[src/rtl/regfile_write_arbiter.sv]
// Shares the register file write port between the ALU writeback path (requester 0)
// and the memory-load path (requester 1). Each requester has a one-entry buffer,
// and a round-robin arbiter drains one buffered write per cycle.
module regfile_write_arbiter #(
  parameter int unsigned ADDR_W   = 3,
  parameter int unsigned DATA_W   = 8,
  parameter int unsigned NUM_REGS = 8
) (
  input  logic              clk,
  input  logic              rst,
  input  logic              req0_valid,
  input  logic [ADDR_W-1:0] req0_adr,
  input  logic [DATA_W-1:0] req0_data,
  output logic              req0_ready,
  input  logic              req1_valid,
  input  logic [ADDR_W-1:0] req1_adr,
  input  logic [DATA_W-1:0] req1_data,
  output logic              req1_ready,
  output logic              RegWrite,
  output logic [ADDR_W-1:0] WrAdr,
  output logic [DATA_W-1:0] WrData,
  output logic [NUM_REGS-1:0] pending
);

  logic              full0;
  logic              full1;
  logic [ADDR_W-1:0] adr0;
  logic [ADDR_W-1:0] adr1;
  logic [DATA_W-1:0] data0;
  logic [DATA_W-1:0] data1;
  logic              rr;

  logic grant0;
  logic grant1;
  logic xfer0;
  logic xfer1;

  // Grant depends on buffer state only; rr breaks the tie when both are full.
  always_comb begin
    grant0 = full0 && (!full1 || !rr);
    grant1 = full1 && (!full0 || rr);
  end

  // A buffer can accept when empty or when it is being drained this cycle.
  always_comb begin
    req0_ready = !full0 || grant0;
    req1_ready = !full1 || grant1;
    xfer0      = req0_valid && req0_ready;
    xfer1      = req1_valid && req1_ready;
  end

  // Drive the register file write port from the granted buffer.
  always_comb begin
    RegWrite = 1'b0;
    WrAdr    = '0;
    WrData   = '0;
    if (grant0) begin
      RegWrite = 1'b1;
      WrAdr    = adr0;
      WrData   = data0;
    end else if (grant1) begin
      RegWrite = 1'b1;
      WrAdr    = adr1;
      WrData   = data1;
    end
  end

  // Pending bitmap; r0 is never buffered so bit 0 stays clear.
  always_comb begin
    pending = '0;
    for (int unsigned k = 1; k < NUM_REGS; k++) begin
      pending[k] = (full0 && (adr0 == ADDR_W'(k))) || (full1 && (adr1 == ADDR_W'(k)));
    end
  end

  // Buffer load/drain and round-robin pointer; writes to r0 are accepted but dropped.
  always_ff @(posedge clk or posedge rst) begin
    if (rst) begin
      full0 <= 1'b0;
      full1 <= 1'b0;
      adr0  <= '0;
      adr1  <= '0;
      data0 <= '0;
      data1 <= '0;
      rr    <= 1'b0;
    end else begin
      if (xfer0) begin
        full0 <= (req0_adr != '0);
        adr0  <= req0_adr;
        data0 <= req0_data;
      end else if (grant0) begin
        full0 <= 1'b0;
      end

      if (xfer1) begin
        full1 <= (req1_adr != '0);
        adr1  <= req1_adr;
        data1 <= req1_data;
      end else if (grant1) begin
        full1 <= 1'b0;
      end

      if (full0 && full1) begin
        rr <= !rr;
      end
    end
  end

endmodule

[config.mk]
export PLATFORM = sky130hd
export DESIGN_NAME = regfile_write_arbiter
export DESIGN_NICKNAME = d
export VERILOG_FILES = /design/src/rtl/regfile_write_arbiter.sv
export SDC_FILE = /design/constraint.sdc
export NUM_CORES = 1
export LEC_CHECK = 0
export ABC_AREA = 1
export BUFFER_PORTS_ARGS = -buffer_cell sky130_fd_sc_hd__clkbuf_2
export CAP_MARGIN = 20
export CORE_UTILIZATION = 48
export CTS_CLUSTER_SIZE = 30
export DETAILED_ROUTE_END_ITERATION = 8
export PLACE_DENSITY_LB_ADDON = 0.2
export SYNTH_ARGS = -nofsm -noshare
export SYNTH_HDL_FRONTEND = slang
export SYNTH_SLANG_ARGS = --single-unit
[constraint.sdc]
create_clock -name clk -period 1.49 [get_ports clk]
set_clock_uncertainty 0.05 [all_clocks]
set_input_delay 0.149 -clock clk [delete_from_list [all_inputs] [get_ports clk]]
set_output_delay 0.149 -clock clk [all_outputs]
set_load 0.005 [all_outputs]
==> results of run 1 <==
## layout make-up
cell class              count  area (sq um)  area share
repair buffers             75           482       0.256
well taps                  30          37.5      0.0199
clock buffers               4          26.3      0.0140
inverters                  12          47.5      0.0252
flip-flops and latches     25           629       0.334
multi-input cells         139           661       0.351
## cell families (layout without fill, tap and decap cells)
family | after synthesis | count (layout) | share of synthesized area
other | 1 | 1 | 0.00284
AND/OR/NAND/NOR | 128 | 128 | 0.403
buffers and inverters | 21 | 91 | 0.0768
AO/OA/AOI/OAI | 10 | 10 | 0.0436
flip-flops | 25 | 25 | 0.474
## power groups by stage
stage | Combinational, mW | Sequential, mW | Clock [mW]
finish | 1.08 | 1.01 | 0.295
global route | 1.20 | 1.02 | 0.330
CTS | 0.899 | 0.983 | 0.308
detailed placement | 0.782 | 0.987 | 0
global placement | 0.762 | 0.979 | 0
floorplan | 0.507 | 0.950 | 0
## cells in the final DEF (no fill, tap or decap), drive strengths merged
cell type,synthesis,final
nand2,94,94
clkbuf,1,46
nand3,31,31
dfrtp,25,25
buf,8,23
inv,12,12
dlygate4sd3,0,10
o21ai,8,8
nor2,3,3
a21oi,2,2
conb,1,1
## critical path, cell delays in order, from the launching register on
cell and delay [ps]:
dfrtp_2 450, inv_2 80, a21oi_4 140, buf_6 160
nand2_1 60, nand2_1 60, clkbuf_2 100
## flip-flops by register name (all words and copies together) (netlist names)
register  cells
data1         8
full1         1
data0         8
rr            1
adr1          3
adr0          3
full0         1
## stage by stage
stage	cells	util	setup TNS (ps)	hold slack, ps
2_1_floorplan	185	-	0	126
3_3_place_gp	257	0.617	0	143
3_5_place_dp	257	0.617	0	149
4_1_cts	274	0.688	-1050	0.773
5_1_grt	285	0.740	-1800	5.57
6_report	285	0.740	-648	3.92
## final timing paths
check | end | slack (ps) | start | depth (start not counted)
worst min register to register | data0[2]$_DFFE_PP0P_ | 440 | data0[2]$_DFFE_PP0P_ | 2
worst max register to register | data1[3]$_DFFE_PP0P_ | 80 | rr$_DFFE_PP0P_ | 7
min in group asynchronous | data0[0]$_DFFE_PP0P_ | 360 | rst | 4
worst max-delay path | WrData[4] | -70 | rr$_DFFE_PP0P_ | 6
worst min-delay path | data1[0]$_DFFE_PP0P_ | 4 | req1_data[0] | 3
max in group asynchronous | full1$_DFFE_PP0P_ | 770 | rst | 4
## layer usage
metal  track usage  up-vias
met2         0.433       51
met1         0.265      663
met5             0        -
li1              -      719
met3        0.0389       10
met4        0.0983        0
## timing repair
action                                 4_1_cts  5_1_grt
endpoints found under the hold margin       32        2
cloned                                       0        1
buffers inserted                             5        8
gates resized for setup                     14       24
pin swaps                                    2        3
hold buffers                                 8        2
setup endpoints to repair                   16       20
==> results.sh, run 1 <==
export IMPL_outcome="complete, but fails checks"
export IMPL_violations="setup timing"
export IMPL_fin_crit_ps=1560
export IMPL_grt_overflow=0
export IMPL_cp_start_kind="register"
export IMPL_p_leak_nw=1.08
export IMPL_seq_area_frac_synth=0.474
export IMPL_drt_iter0_markers=43
export IMPL_cp_end_kind="output pin"
export IMPL_hp_class="primary input to register"
export IMPL_synthesis_nets=211
export IMPL_routed_via_density=5.06
export IMPL_p_per_area_nw_per_um2=1270
export IMPL_gp_congestion=0.728
export IMPL_setup_viol=11
export IMPL_finalCritPeriodShare=1.04
export IMPL_port_buffers=46
export IMPL_m1WireLength_mm=1.42
export IMPL_drive_above_1_share=0.365
export IMPL_ys_warn_count=0
export IMPL_drv_cap=0
export IMPL_p_sw_frac=0.393
export IMPL_fmax_mhz=642
export IMPL_crit_arrival_ps=1360
export IMPL_die_width_microns=54.4
export IMPL_area_growth_pct=42.7
export IMPL_synth_area_per_cell_sq_um=7.14
export IMPL_numClockSinks=25
export IMPL_finalHoldViolCount=0
export IMPL_antenna_found_initial=0
export IMPL_grt_pass1_wl_mm=4.95
export IMPL_drv_slew=0
export IMPL_fillers=193
export IMPL_rsz0062_at_grt="yes"
export IMPL_rows=18
export IMPL_yosys_top_cells_count="93 x nand2_1, 29 x nand3_1, 25 x dfrtp_1"
export IMPL_start_util=0.519
export IMPL_grt_pass1_vias=1220
export IMPL_netlist_instances=185
export IMPL_irDropWorstVdd_mv=0.987
export IMPL_synthesis_area_sq_um=1320
export IMPL_fin_area_sq_um=1880
export IMPL_worst_ep_required_time_ps=1290
export IMPL_clk_path_buf_depth=2
export IMPL_internal_power_mw=1.45
export IMPL_fin_ws_ps=-66.4
export IMPL_totalWireLength_mm=3.53
export IMPL_route_met2_wl_mm=1.85
export IMPL_ioPinCount=48
export IMPL_worstPathMaxFanout=8
export IMPL_pwr_share_seq=0.422
export IMPL_hpwl_mm=2.18
export IMPL_cts_root_buf="clkbuf_4"
export IMPL_async_flop_share=1.00
export IMPL_clkPwrFrac=0.124
export IMPL_placed_area_sq_um=1570
export IMPL_clk_pin_slew_worst_paths_ps=120
export IMPL_yosysTopAreaCellShare=0.474
export IMPL_clk_latency_ps=310
export IMPL_wl_met3_microns=179
export IMPL_vias=1443
export IMPL_p_comb_frac=0.455
export IMPL_core_sq_um=2540
export IMPL_p_sw_mw=0.938
export IMPL_dr_pass1_iters=4
export IMPL_netlist_cell_type_count=16
export IMPL_drcViolationCount=0
export IMPL_grt_usage=0.235
export IMPL_drtAntennaViolNets=0
export IMPL_power_mw=2.39
export IMPL_nets=282
export IMPL_cts_htree_levels=1
export IMPL_synthFlopType="dfrtp_1"
export IMPL_place_ws_ps=144
export IMPL_yosys_area_top_type="dfrtp_1"
export IMPL_die_h_microns=54.4
export IMPL_numCtsBuffers=3
export IMPL_synth_area_top_cells="dfrtp_1 47%, nand2_1 26%, nand3_1 11%"
export IMPL_wl_per_cell_microns=12.4
export IMPL_grt_max_degree=26
export IMPL_synth_edf_count=0
export IMPL_ys_seq_elements=25
export IMPL_die_area_sq_um=2960
export IMPL_cts_tree="yes"
export IMPL_antennaDiodeCount=0
export IMPL_crit_type="register to output pin"
export IMPL_synthMostInstantiatedCell="nand2_1"
export IMPL_dr_max_layer_used="met4"
Power figures use the tool's default switching activity.
==> run 2, diff against run 1 <==
--- a/config.mk
+++ b/config.mk
@@ -5,10 +5,9 @@
 export SDC_FILE = /design/constraint.sdc
 export NUM_CORES = 1
 export LEC_CHECK = 0
-export ABC_AREA = 1
 export BUFFER_PORTS_ARGS = -buffer_cell sky130_fd_sc_hd__clkbuf_2
 export CAP_MARGIN = 20
-export CORE_UTILIZATION = 48
+export CORE_UTILIZATION = 51
 export CTS_CLUSTER_SIZE = 30
 export DETAILED_ROUTE_END_ITERATION = 8
 export PLACE_DENSITY_LB_ADDON = 0.2
==> run 2 against run 1 <==
Against the previous run:
- the flow finishes with violations (DRC, setup timing)
- combinational power grew 41%
- synthesized cell count fell by 5.4%
- non-clock buffer count did not move
- power is 22% higher
- via count grew 10%
- critical path type unchanged
- largest power group unchanged
- highest routed layer unchanged
==> results.sh, run 2 <==
export IMPL_outcome="complete, but fails checks"
export IMPL_violations="DRC, setup timing"
export IMPL_synthFlopType="dfrtp_1"
export IMPL_final_util=0.751
export IMPL_fin_ws_ps=-120
export IMPL_cpMaxStageDelayCell="dfrtp_2"
export IMPL_grt_max_degree=26
export IMPL_power_mw=2.92
export IMPL_die_area_sq_um=3290
export IMPL_regArea_sq_um=634
export IMPL_drcViolationCount=4
export IMPL_rows=19
export IMPL_grt_pass1_vias=1510
export IMPL_hpwl_mm=2.72
export IMPL_mostFrequentLayoutCells="45 x clkbuf_2, 27 x nand2_1, 26 x nand2b_1"
export IMPL_synthMuxAreaShare=0
export IMPL_worstPathCellList="a21boi_4 > buf_6 > a32o_2 > clkbuf_2"
export IMPL_port_buffers=46
export IMPL_synthesis_area_sq_um=1570
export IMPL_top_regs="data0 (8), data1 (8)"
export IMPL_yosysTopAreaCellShare=0.400
export IMPL_gp_congestion=0.790
export IMPL_numClockSinks=25
export IMPL_synth_adder_area_share=0
export IMPL_yosys_top_cells_count="29 x nand2_1, 29 x nand2b_1, 25 x dfrtp_1"
export IMPL_nets=263
export IMPL_clk_pin_slew_worst_paths_ps=140
export IMPL_totalWireLength_mm=4.03
export IMPL_cts_root_buf="clkbuf_4"
export IMPL_irDropWorstVdd_mv=0.704
export IMPL_hp_class="primary input to register"
export IMPL_routed_via_density=5.96
export IMPL_rsz0062_at_grt="yes"
export IMPL_synth_top_family_by_area="simple AND/OR/NAND/NOR gates"
export IMPL_synthesis_nets=201
export IMPL_fillers=219
export IMPL_ioPinCount=48
export IMPL_p_leak_nw=0.939
export IMPL_p_per_area_nw_per_um2=1370
export IMPL_max_stage_delay_ps=480
export IMPL_drv_slew=0
export IMPL_drive_above_1_share=0.415
export IMPL_dr_pass1_iters=7
export IMPL_clk_latency_ps=320
export IMPL_numCtsBuffers=3
export IMPL_grt_usage=0.266
export IMPL_synth_area_per_cell_sq_um=8.94
export IMPL_wl_per_cell_microns=15.1
export IMPL_synth_edf_count=0
export IMPL_netlist_instances=175
export IMPL_die_width_microns=57.4
export IMPL_drtAntennaViolNets=0
export IMPL_crit_arrival_ps=1410
export IMPL_clk_path_buf_depth=2
export IMPL_core_sq_um=2830
export IMPL_ys_warn_count=0
export IMPL_cts_tree="yes"
export IMPL_cp_start_kind="register"
export IMPL_area_growth_pct=35.7
export IMPL_yosys_area_top_type="dfrtp_1"
export IMPL_drv_cap=0
export IMPL_antenna_found_initial=0
export IMPL_ys_seq_elements=25
export IMPL_worst_ep_required_time_ps=1290
export IMPL_fin_crit_ps=1610
export IMPL_fmax_mhz=621
export IMPL_seq_area_frac_synth=0.400
export IMPL_multi_input_area_sq_um=928
export IMPL_synth_xor_area_frac=0.00560
export IMPL_cp_end_kind="output pin"
export IMPL_synth_compound_area_frac=0.220
export IMPL_synth_area_top_cells="dfrtp_1 40%, nand2b_1 12%, o211ai_1 11%"
export IMPL_grt_overflow=0
export IMPL_start_util=0.553
export IMPL_worstPathMaxFanout=5
export IMPL_die_h_microns=57.4
export IMPL_finalHoldViolCount=0
export IMPL_layout_commonest_cell="clkbuf_2"
export IMPL_vias=1591
export IMPL_netlist_cell_type_count=21
export IMPL_antennaDiodeCount=0
export IMPL_grt_pass1_wl_mm=6.76
export IMPL_cts_htree_levels=1
export IMPL_synthSimpleGateAreaFrac=0.309
export IMPL_finalCritPeriodShare=1.08
export IMPL_async_flop_share=1.00
export IMPL_finalSetupTns_ps=-1520
export IMPL_crit_type="register to output pin"
export IMPL_setup_viol=19
export IMPL_drt_iter0_markers=127
-- run 2: changes by cell type after synthesis, sizes merged, moves of 6 or more --
cell	previous run	this run
a32o	0	11
inv	12	3
nand2	94	29
nand2b	0	29
nand3	31	0
nand4	0	11
nand4b	0	11
o211ai	0	22
o21ai	8	0
o22ai	0	6
-- run 2: area by class of cell --
class | instances | share of cell area
inverters | 3 | 0.00530
flip-flops and latches | 25 | 0.299
repair buffers | 75 | 0.229
well taps | 31 | 0.0183
multi-input cells | 129 | 0.437
clock buffers | 4 | 0.0124
-- run 2: stage by stage --
step | hold slack (ps) | std cells | setup WS, ps | area [sq um]
floorplan | 126 | 175 | 271 | 1570
global route | 7.14 | 267 | -176 | 2120
global placement | 143 | 247 | 83.2 | 1840
CTS | 0.704 | 265 | -131 | 2100
finish | 6.37 | 267 | -120 | 2120
detailed placement | 154 | 247 | 31.6 | 1840
-- run 2: repair_timing --
item	in CTS	in global routing
endpoints found under the setup margin	21	21
endpoints found under the hold margin	28	0
hold buffers	4	0
gates resized for setup	27	3
buffers inserted	10	2
pin swaps	8	1
-- run 2: per-layer routing --
layer	routed length (microns)	vias up	track usage
met4	36	0	0.105
li1	-	776	-
met5	0	-	0
met2	2100	44	0.482
met1	1750	767	0.325
met3	149	4	0.0249
-- run 2: worst max-delay path: cells and delay by family (launching register included) --
family / cells / cell delay [ps]
DFF: 1 / 480
AOI/OAI and AO/OA: 2 / 380
buffers and inverters: 2 / 230
-- run 2: cells by family (layout without fill, tap and decap cells) --
group           Yosys count  count (layout)
buf+inv                  21              82
simple gates             84              84
compound gates           43              43
flops                    25              25
other cells               1               1
xor+xnor                  1               1
-- run 2: final timing paths --
| kind | from | endpoint | slack [ps] | depth (start not counted) |
|---|---|---|---|---|
| hold reg to reg | data0[5]$_DFFE_PP0P_ | data0[5]$_DFFE_PP0P_ | 500 | 2 |
| max in group asynchronous | rst | full0$_DFFE_PP0P_ | 780 | 4 |
| min in group asynchronous | rst | data1[3]$_DFFE_PP0P_ | 330 | 4 |
| setup reg to reg | full0$_DFFE_PP0P_ | adr1[2]$_DFFE_PP0P_ | 80 | 5 |
| setup / recovery | full0$_DFFE_PP0P_ | WrAdr[2] | -120 | 4 |
| hold / removal | req1_data[7] | data1[7]$_DFFE_PP0P_ | 6 | 3 |
-- run 2: report_power, final --
group / switching, mW / leakage (nW) / internal, mW
Sequential: 0.224 / 0.294 / 0.871
Clock: 0.197 / 0.0150 / 0.105
Combinational: 0.696 / 0.630 / 0.822
Total: 1.12 / 0.939 / 1.80
